`src/rtl/tx_engine_pkg.sv`:
```
// TLP codes, engine state encoding and header-DW builders for the 64-bit TX engine.
// Latency: n/a (package). Backpressure: n/a (package).
// Shared with the receive engine for fmt/type and completion status codes.
package tx_engine_pkg;

    // TLP {fmt, type} codes
    localparam logic [6:0] FMT_TYPE_CPLD   = 7'h4A;
    localparam logic [6:0] FMT_TYPE_MEM_RD = 7'h00;
    localparam logic [6:0] FMT_TYPE_MEM_WR = 7'h40;

    // Completion status: the engine only ever reports successful completion
    localparam logic [2:0] CPL_STATUS_SC = 3'b000;

    typedef enum logic [2:0] {
        ST_IDLE,
        ST_CPL_HDR,
        ST_CPL_DAT,
        ST_CPL_WAIT,
        ST_MRD_HDR,
        ST_MRD_ADR
    } tx_state_e;

    // Fields captured from a decoded read request, held for the whole CplD
    typedef struct packed {
        logic [2:0]  tc;
        logic        td;
        logic        ep;
        logic [1:0]  attr;
        logic [9:0]  len;
        logic [15:0] rid;
        logic [7:0]  tag;
        logic [6:0]  addr;
        logic [31:0] data;
    } cpl_req_t;

    // Fields captured from a DMA read request, held for the whole MRd
    typedef struct packed {
        logic [31:0] addr;
        logic [9:0]  len;
    } mrd_req_t;

    function automatic logic [31:0] cpl_dw0(input logic [2:0] tc, input logic td,
                                            input logic ep, input logic [1:0] attr,
                                            input logic [9:0] len);
        return {1'b0, FMT_TYPE_CPLD, 1'b0, tc, 4'b0000, td, ep, attr, 2'b00, len};
    endfunction

    // Byte count is len*4: single-DW completions return whole DWs
    function automatic logic [31:0] cpl_dw1(input logic [15:0] cid, input logic [9:0] len);
        return {cid, CPL_STATUS_SC, 1'b0, len, 2'b00};
    endfunction

    function automatic logic [31:0] cpl_dw2(input logic [15:0] rid, input logic [7:0] tag,
                                            input logic [6:0] addr);
        return {rid, tag, 1'b0, addr & 7'h7C};
    endfunction

    function automatic logic [31:0] mrd_dw0(input logic [9:0] len);
        return {1'b0, FMT_TYPE_MEM_RD, 1'b0, 3'b000, 4'b0000, 1'b0, 1'b0, 2'b00, 2'b00, len};
    endfunction

    // A single-DW read must carry last_BE of zero
    function automatic logic [31:0] mrd_dw1(input logic [15:0] cid, input logic [7:0] tag,
                                            input logic [9:0] len);
        return {cid, tag, (len == 10'd1) ? 4'h0 : 4'hF, 4'hF};
    endfunction

    function automatic logic [31:0] mrd_dw2(input logic [31:0] addr);
        return addr & 32'hFFFF_FFFC;
    endfunction

endpackage

```
`src/rtl/tx_engine.sv`:
```
// PCIe TX engine: sends 1-DW CplD (priority) and 32-bit MRd TLPs as two 64-bit beats.
// Latency: first beat valid one cycle after the request is sampled; done/ack one cycle after last beat.
// Backpressure: a beat is held frozen with tvalid high until tready; the FSM only advances on handshake.
//
// Ports: clk_i/rst_i (async active-high); s_axis_tx_* AXI-S TX beat out;
// completer_id_i + req_* + tx_reg_data_i / req_compl_wd_i / compl_done_o for completions;
// rd_req_i / rd_addr_i / rd_len_i / rd_ack_o / rd_tag_o for DMA memory reads.
module tx_engine
    import tx_engine_pkg::*;
#(
    parameter int C_DATA_WIDTH = 64
) (
    input  logic                        clk_i,
    input  logic                        rst_i,
    output logic [C_DATA_WIDTH-1:0]     s_axis_tx_tdata,
    output logic [C_DATA_WIDTH/8-1:0]   s_axis_tx_tkeep,
    output logic                        s_axis_tx_tlast,
    output logic                        s_axis_tx_tvalid,
    input  logic                        s_axis_tx_tready,
    input  logic [15:0]                 completer_id_i,
    input  logic                        req_compl_wd_i,
    input  logic [2:0]                  req_tc_i,
    input  logic                        req_td_i,
    input  logic                        req_ep_i,
    input  logic [1:0]                  req_attr_i,
    input  logic [9:0]                  req_len_i,
    input  logic [15:0]                 req_rid_i,
    input  logic [7:0]                  req_tag_i,
    input  logic [6:0]                  req_addr_i,
    input  logic [31:0]                 tx_reg_data_i,
    output logic                        compl_done_o,
    input  logic                        rd_req_i,
    input  logic [31:0]                 rd_addr_i,
    input  logic [9:0]                  rd_len_i,
    output logic                        rd_ack_o,
    output logic [7:0]                  rd_tag_o
);

    tx_state_e                   state_q, state_d;
    cpl_req_t                    cpl_q, cpl_d;
    mrd_req_t                    mrd_q, mrd_d;
    logic [15:0]                 cid_q, cid_d;
    logic [7:0]                  tag_cnt_q, tag_cnt_d;
    logic                        holdoff_q, holdoff_d;
    logic                        compl_done_q, compl_done_d;
    logic                        rd_ack_q, rd_ack_d;
    logic [7:0]                  rd_tag_q, rd_tag_d;
    logic [C_DATA_WIDTH-1:0]     tdata_q, tdata_d;
    logic [C_DATA_WIDTH/8-1:0]   tkeep_q, tkeep_d;
    logic                        tlast_q, tlast_d;
    logic                        tvalid_q, tvalid_d;

    always_comb begin
        state_d      = state_q;
        cpl_d        = cpl_q;
        mrd_d        = mrd_q;
        cid_d        = cid_q;
        tag_cnt_d    = tag_cnt_q;
        holdoff_d    = holdoff_q;
        compl_done_d = 1'b0;
        rd_ack_d     = 1'b0;
        rd_tag_d     = rd_tag_q;

        case (state_q)
            ST_IDLE: begin
                // Holdoff covers only the cycle rd_ack_o is visible, so a
                // requester that has not yet dropped rd_req_i is not re-served.
                holdoff_d = 1'b0;
                if (req_compl_wd_i) begin
                    cpl_d.tc   = req_tc_i;
                    cpl_d.td   = req_td_i;
                    cpl_d.ep   = req_ep_i;
                    cpl_d.attr = req_attr_i;
                    cpl_d.len  = req_len_i;
                    cpl_d.rid  = req_rid_i;
                    cpl_d.tag  = req_tag_i;
                    cpl_d.addr = req_addr_i;
                    cpl_d.data = tx_reg_data_i;
                    cid_d      = completer_id_i;
                    state_d    = ST_CPL_HDR;
                end else if (rd_req_i && !holdoff_q) begin
                    mrd_d.addr = rd_addr_i;
                    mrd_d.len  = rd_len_i;
                    cid_d      = completer_id_i;
                    state_d    = ST_MRD_HDR;
                end
            end
            ST_CPL_HDR: if (s_axis_tx_tready) state_d = ST_CPL_DAT;
            ST_CPL_DAT: begin
                if (s_axis_tx_tready) begin
                    compl_done_d = 1'b1;
                    state_d      = ST_CPL_WAIT;
                end
            end
            // The request is a level; wait for it to drop so it is not answered twice
            ST_CPL_WAIT: if (!req_compl_wd_i) state_d = ST_IDLE;
            ST_MRD_HDR: if (s_axis_tx_tready) state_d = ST_MRD_ADR;
            ST_MRD_ADR: begin
                if (s_axis_tx_tready) begin
                    rd_ack_d  = 1'b1;
                    rd_tag_d  = tag_cnt_q;
                    tag_cnt_d = tag_cnt_q + 8'd1;
                    holdoff_d = 1'b1;
                    state_d   = ST_IDLE;
                end
            end
            default: state_d = ST_IDLE;
        endcase

        // Beat for the state being entered, built from the fields being latched.
        // During a stall state and fields are unchanged, so the beat is too.
        tvalid_d = 1'b0;
        tlast_d  = 1'b0;
        tkeep_d  = '0;
        tdata_d  = '0;
        case (state_d)
            ST_CPL_HDR: begin
                tvalid_d = 1'b1;
                tkeep_d  = 8'hFF;
                tdata_d  = {cpl_dw1(cid_d, cpl_d.len),
                            cpl_dw0(cpl_d.tc, cpl_d.td, cpl_d.ep, cpl_d.attr, cpl_d.len)};
            end
            ST_CPL_DAT: begin
                tvalid_d = 1'b1;
                tlast_d  = 1'b1;
                tkeep_d  = 8'hFF;
                tdata_d  = {cpl_d.data, cpl_dw2(cpl_d.rid, cpl_d.tag, cpl_d.addr)};
            end
            ST_MRD_HDR: begin
                tvalid_d = 1'b1;
                tkeep_d  = 8'hFF;
                tdata_d  = {mrd_dw1(cid_d, tag_cnt_d, mrd_d.len), mrd_dw0(mrd_d.len)};
            end
            ST_MRD_ADR: begin
                tvalid_d = 1'b1;
                tlast_d  = 1'b1;
                tkeep_d  = 8'h0F;
                tdata_d  = {32'h0000_0000, mrd_dw2(mrd_d.addr)};
            end
            default: ;
        endcase
    end

    always_ff @(posedge clk_i or posedge rst_i) begin
        if (rst_i) begin
            state_q      <= ST_IDLE;
            cpl_q        <= '0;
            mrd_q        <= '0;
            cid_q        <= '0;
            tag_cnt_q    <= '0;
            holdoff_q    <= 1'b0;
            compl_done_q <= 1'b0;
            rd_ack_q     <= 1'b0;
            rd_tag_q     <= '0;
            tdata_q      <= '0;
            tkeep_q      <= '0;
            tlast_q      <= 1'b0;
            tvalid_q     <= 1'b0;
        end else begin
            state_q      <= state_d;
            cpl_q        <= cpl_d;
            mrd_q        <= mrd_d;
            cid_q        <= cid_d;
            tag_cnt_q    <= tag_cnt_d;
            holdoff_q    <= holdoff_d;
            compl_done_q <= compl_done_d;
            rd_ack_q     <= rd_ack_d;
            rd_tag_q     <= rd_tag_d;
            tdata_q      <= tdata_d;
            tkeep_q      <= tkeep_d;
            tlast_q      <= tlast_d;
            tvalid_q     <= tvalid_d;
        end
    end

    assign s_axis_tx_tdata  = tdata_q;
    assign s_axis_tx_tkeep  = tkeep_q;
    assign s_axis_tx_tlast  = tlast_q;
    assign s_axis_tx_tvalid = tvalid_q;
    assign compl_done_o     = compl_done_q;
    assign rd_ack_o         = rd_ack_q;
    assign rd_tag_o         = rd_tag_q;

endmodule

```
`config.mk`:
```
export PLATFORM = sky130hd
export DESIGN_NAME = tx_engine
export DESIGN_NICKNAME = d
export VERILOG_FILES = /design/src/rtl/tx_engine_pkg.sv /design/src/rtl/tx_engine.sv
export SDC_FILE = /design/constraint.sdc
export NUM_CORES = 1
export LEC_CHECK = 0
export ABC_AREA = 1
export CAP_MARGIN = 20
export CELL_PAD_IN_SITES_DETAIL_PLACEMENT = 1
export CELL_PAD_IN_SITES_GLOBAL_PLACEMENT = 1
export CORE_ASPECT_RATIO = 1.4
export CORE_MARGIN = 3
export CORE_UTILIZATION = 37
export DETAILED_ROUTE_END_ITERATION = 10
export GPL_ROUTABILITY_DRIVEN = 0
export PLACE_DENSITY = 0.81
export SLEW_MARGIN = 20
export SYNTH_ARGS = -nofsm -noshare
export SYNTH_HDL_FRONTEND = slang
export SYNTH_SLANG_ARGS = --single-unit
export TNS_END_PERCENT = 100
```
`constraint.sdc`:
```
create_clock -name clk_i -period 9.17 [get_ports clk_i]
set_clock_uncertainty 0.05 [all_clocks]
set_input_delay 1.834 -clock clk_i [delete_from_list [all_inputs] [get_ports clk_i]]
set_output_delay 1.834 -clock clk_i [all_outputs]
set_load 0.05 [all_outputs]
```
==> results of run 1 <==
## Yosys cell counts, drive strengths merged
cell      n  area, µm²
a21oi    16      95.10
buf      38      300.3
clkbuf    8      30.03
dfrtp   224       5605
ha        1      12.51
inv      59      229.0
mux2     16      180.2
nand2   499       1921
nand3    23      120.1
nand3b    6      45.04
nand4     1      6.260
nor2     25      145.1
nor3      3      26.28
o211ai    1      7.510
o21ai    32      186.4
or2      19      118.9
xnor2     1      8.760
xor2      6      52.55
## worst register-to-register path, stage by stage (launching register included)
cell,delay [ns]
dfrtp_1,0.50
nor2_2,0.10
nand2_4,0.11
nor2_8,0.05
inv_6,0.41
nand2_1,0.67
inv_1,0.66
nand2_4,0.26
nand2_1,0.15
nand2_1,0.07
## through the flow
stage	utilization [%]	worst slack (ns)	hold slack (ns)
6_report	50.64	4.635	0.4154
5_1_grt	50.64	4.536	0.4392
4_1_cts	50.49	4.624	0.4199
3_5_place_dp	47.38	4.096	0.4043
3_3_place_gp	47.38	4.186	0.4001
2_1_floorplan	-	1.152	0.3879
## state kept, by name, indices dropped and copies added, names as in the netlist, 2 cells and up
register         count
state_q              3
cid_q               16
tag_cnt_q            8
s_axis_tx_tkeep      2
rd_tag_o             8
mrd_q               40
s_axis_tx_tdata     64
cpl_q               78
## per-layer routing
layer / global-route usage [%] / wire length [µm] / up-vias / part of all wire [%]
li1: - / - / 3385 / -
met1: 23.92 / 10920 / 3510 / 41
met2: 35.96 / 13770 / 173 / 52
met3: 2.427 / 927 / 53 / 3.5
met4: 6.540 / 836 / 0 / 3.2
met5: 0 / 0 / - / 0
## final timing paths
path / from / endpoint / slack (ns) / depth (start not counted)
max: req_compl_wd_i / s_axis_tx_tdata[50]$_DFF_PP0_ / 4.64 / 9
min: cpl_q[56]$_DFF_PP0_ / cpl_q[56]$_DFF_PP0_ / 0.42 / 2
max reg2reg: state_q[0]$_DFF_PP0_ / s_axis_tx_tdata[50]$_DFF_PP0_ / 6.03 / 9
min reg2reg: cpl_q[56]$_DFF_PP0_ / cpl_q[56]$_DFF_PP0_ / 0.42 / 2
max in group asynchronous: rst_i / mrd_q[39]$_DFF_PP0_ / 5.74 / 3
min in group asynchronous: rst_i / s_axis_tx_tdata[36]$_DFF_PP0_ / 1.79 / 2
## power groups by stage
stage | Clock [µW] | Combinational, µW | Sequential (µW)
5_1_grt | 996 | 2240 | 1620
2_1_floorplan | 0 | 1000 | 2020
3_3_place_gp | 0 | 1990 | 1570
4_1_cts | 957 | 2070 | 1580
3_5_place_dp | 0 | 2050 | 1590
6_report | 930 | 2040 | 1570
## layout make-up
class | instances | area (µm²) | area share [%]
clock buffers | 31 | 645.6 | 5.299
flip-flops and latches | 224 | 5605 | 46.01
repair buffers | 225 | 2265 | 18.59
inverters | 59 | 241.5 | 1.982
multi-input cells | 649 | 2933 | 24.07
diodes | 2 | 5.005 | 0.04108
well taps | 310 | 387.9 | 3.183
clock inverters | 9 | 101.3 | 0.8318
## cells by family after synthesis
family	count (synthesis)	synth area share [%]
simple gates	576	26.21
flops	224	61.67
buf+inv	105	6.153
compound gates	49	3.180
mux	16	1.982
xor+xnor	7	0.6745
fa+ha+maj	1	0.1376
==> results.json, run 1 <==
{
  "yosysSeqAreaShare_pct": 61.67,
  "final_common_cell": "nand2_1",
  "slowest_stage": "inv_1",
  "grt.total_usage_pct": 19.61,
  "synth_seq_cells": 224,
  "final_cell_mix": "nand2_1, dfrtp_1, clkdlybuf4s50_1",
  "nFillCells": 2802,
  "antenna_found_initial": 2,
  "num_rows": 67,
  "hold_class": "reg2reg",
  "path_delay_family": "buffers and inverters",
  "stdcell_area_um2": 12180,
  "numCtsBuffers": 23,
  "root_buffer": "clkbuf_16",
  "max_stage_delay_ns": 0.66,
  "period_needed_ns": 4.535,
  "dr.pass1.iters": 4,
  "post_cts_buffers": 0,
  "die_h_um": 191.5,
  "nets": 1326,
  "wl_per_cell_um": 17.53,
  "p_leak_uw": 0.006053,
  "post-route-period-util_pct": 49.45,
  "ioPinCount": 227,
  "cts_repair_resize_count": 0,
  "dieArea_um2": 26510,
  "swShare_pct": 42.51,
  "path_class": "in2reg",
  "route.detailed.drc": 0,
  "numClockSinks": 224,
  "finalMaxSlewViolations": 0,
  "path_buf_inv": 4,
  "syn_inst": 978,
  "area_growth_pct": 34.04,
  "yosysWarningCount": 0,
  "fin_setup_tns_ns": 0,
  "drt-vias-per-instance": 4.719,
  "grt-ovfl-total": 0,
  "start_util_pct": 37.78,
  "vdd_drop_max_uv": 225.0,
  "syn_area_per_cell_um2": 9.294,
  "seq_power_share_pct": 34.6,
  "power_density_nw_per_um2": 373.2,
  "grt_pass1_wl_mm": 41.57,
  "drive_above_1_share_pct": 7.686,
  "fmax_mhz": 220.5,
  "numPortBuffers": 222,
  "slew_headroom_pct": 37.25,
  "grt_pass1_vias": 7795,
  "rsz0062_at_grt": "no",
  "p_switching_uw": 1933,
  "drv_cap": 0,
  "drtIter0Drc": 246,
  "setup_viol": 0,
  "dp_hpwl_mm": 17.74,
  "p_comb_share_pct": 45.0,
  "required_ns": 9.50,
  "start_kind": "input pin",
  "cp.arrival_ns": 4.86,
  "syn_area_um2": 9090,
  "status": "complete, no violations",
  "cts_max_path_buffers": 3,
  "fin_total_pwr_uw": 4547,
  "cpMostUsedCell": "nand2_1",
  "dpl.cell_count": 1466,
  "h-tree-depth": 1,
  "cts_tree": "built",
  "endpoint_kind": "flip-flop",
  "synth.distinct_cells": 36,
  "post_layout_nonfiller_instances": 1509,
  "critical_path.max_fanout": 81,
  "internal_power_uw": 2614,
  "clk_pin_slew_ns": 0.06,
  "clock_power_share_pct": 20.4,
  "ctsHoldBuffers": 0,
  "vias": 7121,
  "final_antenna_net_count": 0,
  "hold_viol_final": 0,
  "synth_nets": 1122,
  "grt_max_degree": 150,
  "die_w_um": 138.5,
  "worst_pin_slew_ns": 0.9412,
  "totalWireLength_mm": 26.45,
  "placed_area_um2": 11400,
  "path_cells": "clkdlybuf4s50_1 > inv_1 > nor2_8 > inv_6 > nand2_1 > inv_1 > nand2_4 > nand2_1 > nand2_1",
  "worstSkewPairLatency_ns": 0.49,
  "core_area_um2": 24060
}
Power figures use the tool's default switching activity.
==> inputs of run 2 (changes only) <==
Settings changed: CORE_UTILIZATION 37 to 33, PLACE_DENSITY 0.81 to 0.76.
Clock period 9.17 ns to 3.9 ns, I/O delays scaled along.
==> run 2 against run 1 <==
Compared with the run above:
- cell count grew 4.6%
- core utilization decreased by 4.7 points
- die area up 12%
- via count grew 1.2%
- total power increased by 140%
- clock power is 150% higher
==> results.json, run 2 (same netlist as run 1, synthesis figures left out) <==
{
  "cp.arrival_ns": 3.04,
  "cts_repair_resize_count": 0,
  "start_util_pct": 33.66,
  "start_kind": "input pin",
  "power_density_nw_per_um2": 876.0,
  "setup_viol": 0,
  "status": "complete, no violations",
  "die_w_um": 146.3,
  "p_leak_uw": 0.006131,
  "grt_max_degree": 79,
  "post_layout_nonfiller_instances": 1578,
  "grt_pass1_wl_mm": 44.58,
  "vdd_drop_max_uv": 374.3,
  "numCtsBuffers": 24,
  "ioPinCount": 227,
  "slew_headroom_pct": 40.95,
  "required_ns": 4.24,
  "grt.busiest_layer": "met2",
  "period_needed_ns": 2.709,
  "area_growth_pct": 36.44,
  "cpMostUsedCell": "nand2_1",
  "hold_viol_final": 0,
  "rrSetupSlack_ns": 1.56,
  "numPortBuffers": 222,
  "worstSkewPairLatency_ns": 0.50,
  "finalMaxSlewViolations": 0,
  "fin_setup_tns_ns": 0,
  "r2r-start": "state_q[2]$_DFF_PP0_",
  "use_met3_pct": 3.319,
  "rsz0062_at_grt": "no",
  "grt_pass1_vias": 8057,
  "post_cts_buffers": 0,
  "final_antenna_net_count": 0,
  "grt.total_usage_pct": 18.87,
  "totalWireLength_mm": 27.87,
  "reg2reg_to": "s_axis_tx_tdata[57]$_DFF_PP0_",
  "path_class": "in2reg",
  "final_common_cell": "nand2_1",
  "drtIter0Drc": 232,
  "ctsHoldBuffers": 0,
  "grt-ovfl-total": 0,
  "critical_path.max_fanout": 25,
  "drv_cap": 0,
  "dp_hpwl_mm": 19.37,
  "largest_reg_flops": 78,
  "nets": 1338,
  "endpoint_kind": "flip-flop",
  "place_ws_ns": 0.6454,
  "core_area_um2": 27010,
  "clk_pin_slew_ns": 0.06,
  "die_h_um": 202.4,
  "vias": 7207,
  "post-route-period-util_pct": 69.45,
  "numClockSinks": 224,
  "slowest_stage": "clkdlybuf4s50_1",
  "max_flop_register": "cpl_q",
  "path_cells": "clkdlybuf4s50_1 > inv_1 > nor2_8 > inv_6 > nand2_1 > buf_4 > inv_1 > nand2_4 > nand2_1 > nand2_1",
  "max_stage_delay_ns": 0.48,
  "h-tree-depth": 1,
  "crit_end": "s_axis_tx_tdata[57]$_DFF_PP0_",
  "wl_per_cell_um": 17.66,
  "drt-vias-per-instance": 4.567,
  "use_met1_pct": 22.61,
  "num_rows": 71,
  "antenna_found_initial": 4,
  "fin_hold_ws_ns": 0.4164,
  "cts_max_path_buffers": 3,
  "route.detailed.drc": 0,
  "min_path_cells": 2,
  "hold_class": "reg2reg",
  "worst_pin_slew_ns": 0.8857,
  "drive_above_1_share_pct": 8.526,
  "startpoint": "req_compl_wd_i",
  "dr.pass1.iters": 4,
  "dpl.cell_count": 1533,
  "fmax_mhz": 369.2,
  "setup_ws_ns": 1.191,
  "r2r_cells": 10,
  "final_cell_mix": "nand2_1, dfrtp_1, clkdlybuf4s50_1",
  "dieArea_um2": 29600,
  "cts_tree": "built",
  "met2_usage_pct": 33.83,
  "root_buffer": "clkbuf_16"
}
==> run 2: cell types whose count changed in the layout (fill, tap and decap cells not counted) <==
cell       before  now
clkinv_2        5    4
clkbuf_16      23   25
buf_16          1    0
buf_12          0    4
diode_2         2    5
buf_4           2   10
clkinv_8        1    0
==> run 2: how the worst min path moves through the flow <==
stage | start | end
4_1_cts | cpl_q[56]$_DFF_PP0_ | cpl_q[56]$_DFF_PP0_
3_3_place_gp | cpl_q[63]$_DFF_PP0_ | cpl_q[63]$_DFF_PP0_
5_1_grt | cpl_q[10]$_DFF_PP0_ | cpl_q[10]$_DFF_PP0_
6_report | cpl_q[52]$_DFF_PP0_ | cpl_q[52]$_DFF_PP0_
2_1_floorplan | cpl_q[63]$_DFF_PP0_ | cpl_q[63]$_DFF_PP0_
3_5_place_dp | cpl_q[76]$_DFF_PP0_ | cpl_q[76]$_DFF_PP0_
==> run 2: worst max-delay path, delay by kind of cell <==
kind                   cells  cell delay (ns)
buffers and inverters      5             1.62
AND/OR/NAND/NOR            5             0.63
==> run 2: final cells by class <==
class	count	area, µm²
Antenna cell	5	12.51
Clock buffer	33	695.7
Clock inverter	7	88.84
Fill cell	3115	14600
Inverter	59	232.7
Multi-Input combinational cell	649	2933
Sequential cell	224	5605
Tap cell	365	456.7
Timing Repair Buffer	236	2377
==> run 2: per-stage QoR <==
step | power (µW) | utilization [%] | instance area (µm²)
2_1_floorplan | 7118 | - | 9094
3_3_place_gp | 8444 | 42.97 | 11600
3_5_place_dp | 8650 | 42.97 | 11600
4_1_cts | 11020 | 45.88 | 12390
5_1_grt | 11610 | 45.91 | 12400
6_report | 10860 | 45.92 | 12400
==> run 2: metal layers <==
| layer | wire [µm] | vias up | share of wire, % |
|---|---|---|---|
| met5 | 0 | - | 0 |
| met4 | 871 | 0 | 3.1 |
| li1 | - | 3402 | - |
| met2 | 14490 | 182 | 52 |
| met1 | 11180 | 3570 | 40 |
| met3 | 1328 | 53 | 4.8 |
==> run 2: where the power goes <==
group / internal [µW] / switching [µW] / leakage (µW)
combinational: 1540 / 3340 / 0.00297
clock: 1370 / 910 / 0.000390
sequential: 3350 / 350 / 0.00277
